## src/rtl/id_ex_pipe_reg.sv

```systemverilog
// ID/EX pipeline register with valid/ready handshakes on both sides.
// SKID=1 adds a second holding register so in_ready depends on registered
// state only; SKID=0 is a single register whose in_ready looks through to
// out_ready. A halt beat closes the input side and raises a sticky halted
// flag once it has left the stage.
module id_ex_pipe_reg #(
  parameter int unsigned DATA_W   = 176,
  parameter int unsigned CTRL_W   = 16,
  parameter int unsigned HALT_BIT = 9,
  parameter int unsigned SKID     = 1
) (
  input  logic              clk,
  input  logic              rst,
  input  logic              in_valid,
  output logic              in_ready,
  input  logic [CTRL_W-1:0] in_ctrl,
  input  logic [DATA_W-1:0] in_data,
  input  logic              flush,
  output logic              out_valid,
  input  logic              out_ready,
  output logic [CTRL_W-1:0] out_ctrl,
  output logic [DATA_W-1:0] out_data,
  output logic              halted,
  output logic [31:0]       beat_count
);

  logic              main_valid_q, main_valid_d;
  logic [CTRL_W-1:0] main_ctrl_q,  main_ctrl_d;
  logic [DATA_W-1:0] main_data_q,  main_data_d;
  logic              skid_valid_q, skid_valid_d;
  logic [CTRL_W-1:0] skid_ctrl_q,  skid_ctrl_d;
  logic [DATA_W-1:0] skid_data_q,  skid_data_d;
  logic              halt_seen_q,  halt_seen_d;
  logic              halted_q,     halted_d;
  logic [31:0]       beat_count_q, beat_count_d;

  logic in_fire;
  logic out_fire;

  // Input acceptance: skid variant uses registered state only.
  always_comb begin
    if (SKID != 0) begin
      in_ready = ~skid_valid_q & ~halt_seen_q & ~rst;
    end else begin
      in_ready = (~main_valid_q | out_ready) & ~halt_seen_q & ~rst;
    end
  end

  // Flush squashes both sides of the handshake for this cycle.
  assign in_fire  = in_valid & in_ready & ~flush;
  assign out_fire = main_valid_q & out_ready & ~flush;

  // Payload steering between input, skid and main registers.
  always_comb begin
    main_valid_d = main_valid_q;
    main_ctrl_d  = main_ctrl_q;
    main_data_d  = main_data_q;
    skid_valid_d = skid_valid_q;
    skid_ctrl_d  = skid_ctrl_q;
    skid_data_d  = skid_data_q;

    if (flush) begin
      // Data is left as-is; only valid and the visible control are cleared.
      main_valid_d = 1'b0;
      main_ctrl_d  = '0;
      skid_valid_d = 1'b0;
    end else if (out_fire) begin
      if (skid_valid_q) begin
        main_ctrl_d  = skid_ctrl_q;
        main_data_d  = skid_data_q;
        skid_valid_d = 1'b0;
      end else if (in_fire) begin
        main_ctrl_d = in_ctrl;
        main_data_d = in_data;
      end else begin
        main_valid_d = 1'b0;
        main_ctrl_d  = '0;
      end
    end else if (!main_valid_q) begin
      if (in_fire) begin
        main_valid_d = 1'b1;
        main_ctrl_d  = in_ctrl;
        main_data_d  = in_data;
      end
    end else if (in_fire && (SKID != 0)) begin
      // Main is full and stalled: park the beat in the skid register.
      skid_valid_d = 1'b1;
      skid_ctrl_d  = in_ctrl;
      skid_data_d  = in_data;
    end
  end

  // Halt tracking and output beat counter.
  always_comb begin
    halt_seen_d  = halt_seen_q;
    halted_d     = halted_q;
    beat_count_d = beat_count_q;

    // Once the halt beat is gone a flush cannot reopen the input side.
    if (flush && !halted_q) begin
      halt_seen_d = 1'b0;
    end else if (in_fire && in_ctrl[HALT_BIT]) begin
      halt_seen_d = 1'b1;
    end

    if (out_fire && main_ctrl_q[HALT_BIT]) begin
      halted_d = 1'b1;
    end

    if (out_fire) begin
      beat_count_d = beat_count_q + 32'd1;
    end
  end

  // State registers with synchronous reset.
  always_ff @(posedge clk) begin
    if (rst) begin
      main_valid_q <= 1'b0;
      main_ctrl_q  <= '0;
      main_data_q  <= '0;
      skid_valid_q <= 1'b0;
      skid_ctrl_q  <= '0;
      skid_data_q  <= '0;
      halt_seen_q  <= 1'b0;
      halted_q     <= 1'b0;
      beat_count_q <= '0;
    end else begin
      main_valid_q <= main_valid_d;
      main_ctrl_q  <= main_ctrl_d;
      main_data_q  <= main_data_d;
      skid_valid_q <= skid_valid_d;
      skid_ctrl_q  <= skid_ctrl_d;
      skid_data_q  <= skid_data_d;
      halt_seen_q  <= halt_seen_d;
      halted_q     <= halted_d;
      beat_count_q <= beat_count_d;
    end
  end

  assign out_valid  = main_valid_q;
  assign out_ctrl   = main_ctrl_q;
  assign out_data   = main_data_q;
  assign halted     = halted_q;
  assign beat_count = beat_count_q;

endmodule

```

## config.mk

```make
export PLATFORM = sky130hd
export DESIGN_NAME = id_ex_pipe_reg
export DESIGN_NICKNAME = d
export VERILOG_FILES = /design/src/rtl/id_ex_pipe_reg.sv
export SDC_FILE = /design/constraint.sdc
export NUM_CORES = 1
export LEC_CHECK = 0
export ABC_AREA = 1
export ABC_CLOCK_PERIOD_IN_PS = 2200
export BUFFER_PORTS_ARGS = -buffer_cell sky130_fd_sc_hd__buf_2
export CAP_MARGIN = 15
export CORE_ASPECT_RATIO = 1.25
export CORE_MARGIN = 2
export CORE_UTILIZATION = 50
export CTS_CLUSTER_SIZE = 16
export DETAILED_ROUTE_END_ITERATION = 6
export PLACE_DENSITY = 0.74
export SYNTH_ARGS = -nofsm -noshare
export SYNTH_HDL_FRONTEND = slang
export SYNTH_SLANG_ARGS = --single-unit
```

## constraint.sdc

```tcl
create_clock -name clk -period 2.2 [get_ports clk]
set_clock_uncertainty 0.15 [all_clocks]
set_input_delay 0.22 -clock clk [delete_from_list [all_inputs] [get_ports clk]]
set_output_delay 0.22 -clock clk [all_outputs]
set_load 0.02 [all_outputs]
```

==> flow_summary.ini <==
[run_status]
status = complete, no violations

[synth]
ys_ff_latch = 420
syn_area_um2 = 18100
synth_edf_count = 0
yosys.cell_count.top_type = nor2_1
syn_inst = 2606
yosys-top-cells-area = dfxtp_1, a21oi_1, o21ai_0, nor2_1, nand2_1
async_reset_ff_share_pct = 0
ys.flop_type = dfxtp_1
synthesis.nets = 2804
synth_top_cell_by_area = dfxtp_1
postSynthAreaPerCell_um2 = 6.93
yosysUniqueCellTypes = 25
synth.top_cell.area_share_pct = 46.6
ys_seq_area_share_pct = 46.6
synth_common_cells = nor2_1, dfxtp_1, a21oi_1
synth_warnings = 0

[clock_network]
cts-root-buf = clkbuf_16
clk_latency_ps = 540
h-tree-depth = 2
clkSinkCount = 420
clk_pin_slew_worst_paths_ps = 60
postCtsSetupRepairBufs = 0
cts_tree = yes
cts_buffer_depth = 3
cts_buffers = 43

[sta]
setup_violations = 0
finalHoldViolations = 0
layout_min_cycle_time_ps = 2080
min_period_over_period_pct = 94.7
worst_pin_slew_ps = 923
finalSetupTns_ps = 0
slew_headroom_pct = 38.5
rsz0062_at_grt = yes
slew_viol_final = 0
fmax_mhz = 480

[setup_path]
timing.rr.end = out_data[128]$_SDFFE_PP0P_
worstPathCellList = nor2_1, buf_4, nand4_4, buf_16, buf_16, nor2_1, o21ai_0, a21oi_1
ff2ff_path_depth = 8
r2r_start = halt_seen_q$_SDFFE_PP0P_
setup.worst_path.start_class = flop
slowest_delay_ps = 340
critical_path.max_fanout = 82
cp.arrival_ps = 2310
worstSetupPathType = reg -> reg
cp-end-kind = flop
cp_data_required_time_ps = 2430
reg2reg_slack_ps = 120
slowest_stage = dfxtp_1

[cells_and_area]
drive_gt1_share_pct = 17.7
ff_latch_area_um2 = 8410
area_growth_pct = 32.8
multi_input_area_um2 = 7960
final_nets = 3299
filler_cell_count = 2869

[floorplanning]
boundaryPins = 424
die_area_um2 = 37700
core_region_area_um2 = 35500
num_rows = 77
die_w_um = 174
fp.dieH_um = 216
initial_core_util_pct = 50.9

[global_routing]
overflow = 0
grt_pass1_wl_mm = 94.1
grt.total_usage_pct = 29.7
grt_pass1_vias = 19000
antenna_found_initial = 1
grt_busiest_layer = met2
grtUsageMet3_pct = 5.35
met2_usage_pct = 50.8
grt_max_degree = 216
grtUsageMet1_pct = 36.6

[power]
cellPowerDensity_nw_per_um2 = 697
leakage_nw = 10.5
total_power_mw = 16.7
ir_drop_v = 0.000543

[min_path]
hold_depth = 5
hold_class = in -> reg
hp-start = in_valid
whs_endpoint = halt_seen_q$_SDFFE_PP0P_

[routing]
vias = 19900
drt_pass1_iterations = 6
via_per_inst = 5.51
drt_iter0_markers = 1823
drt_wl_total_mm = 58.6
drc = 0
antenna_left = 0
detail_route.wl_per_cell_um = 16.2

[place]
gp_congestion = 0.859
portBuffers = 423
hpwl_mm = 34.4

[flow_run]
drv_cap = 0
-- worst max-delay path: cells and delay by family (launching register included) --
| kind | cells | cell delay, ps |
|---|---|---|
| and+or+nand+nor | 3 | 220 |
| AOI/OAI and AO/OA | 2 | 370 |
| buffers and inverters | 3 | 770 |
| DFF | 1 | 340 |
-- sequential cells by signal, summed over array words and instances (netlist names) --
signal,flops
out_data,176
out_ctrl,16
halted,1
skid_ctrl_q,16
halt_seen_q,1
skid_valid_q,1
skid_data_q,176
out_valid,1
beat_count,32
-- through the flow --
stage | utilization, % | cells | worst slack [ps] | instance area (µm²) | hold WS (ps)
after floorplan | - | 2606 | 338 | 18100 | 186
after global placement | 58.0 | 3336 | 105 | 20600 | 291
after detailed placement | 58.0 | 3336 | -10.7 | 20600 | 297
after CTS | 67.6 | 3606 | 74.0 | 24000 | 10.5
after global routing | 67.7 | 3607 | -11.2 | 24000 | 45.0
final | 67.7 | 3607 | 116 | 24000 | 27.9
-- power breakdown --
group          internal, mW  switching [mW]  leakage [nW]  total, mW
registers              7.69          0.0552          3.39       7.75
logic                 0.620           0.815          6.40       1.44
clock network          4.45            3.07         0.718       7.53
-- worst max path at each step --
stage	cells after the start	startpoint	end
after global routing	9	out_valid$_SDFFE_PP0P_	beat_count[29]$_SDFFE_PP0P_
after global placement	8	flush	skid_ctrl_q[14]$_SDFFE_PP0P_
after floorplan	8	beat_count[0]$_SDFFE_PP0P_	beat_count[30]$_SDFFE_PP0P_
final	8	halt_seen_q$_SDFFE_PP0P_	out_data[128]$_SDFFE_PP0P_
after CTS	9	out_ready	skid_data_q[23]$_SDFFE_PP0P_
after detailed placement	9	flush	skid_data_q[23]$_SDFFE_PP0P_
-- routing by layer --
layer  part of all wire, %  vias up
met2                    48      988
met3                   8.2      173
met4                   4.1        0
met1                    39     9209
met5                     0        -
li1                      -     9501
-- logic make-up (layout without fill, tap and decap cells) --
logic type / count (synthesis) / in the layout / share of synthesized area (%)
compound gates: 804 / 804 / 22.3
fa+ha+maj: 1 / 1 / 0.0693
buf+inv: 442 / 968 / 9.71
flops: 420 / 420 / 46.6
other cells: 0 / 1 / 0
simple gates: 939 / 939 / 21.3
-- cell usage in the layout, fill, tap and decap left out, types with 2 or more instances in the layout --
cell type and instances:
nor2_1 432, buf_2 422, dfxtp_1 420, a21oi_1 386
o21ai_0 343, nand2_1 271, inv_1 228, dlygate4sd3_1 194
nor3_1 186, o21ai_1 70, clkbuf_16 45, nand3_1 24
buf_12 20, buf_4 20, clkbuf_8 11, nand4_1 10
clkinv_2 8, nor2_2 5, clkbuf_1 5, clkinvlp_4 4
inv_6 3, nor3b_1 3, bufinv_16 3, nand3_4 2
nor2_4 2, buf_6 2, buf_16 2
-- final cells by class --
type,count,share of cell area (%)
timing repair buffer,660,19.5
inverter,232,3.69
clock inverter,15,0.673
multi-input combinational,1744,33.2
antenna,1,0.0104
sequential,420,35.1
tap,474,2.47
clock buffer,61,5.40
-- what timing repair did --
action	4_1_cts	5_1_grt
hold buffers	194	0
setup endpoints to repair	0	68
gates resized for setup	0	8
endpoints found under the hold margin	375	0
No activity file was read; power rests on OpenSTA's default activity.
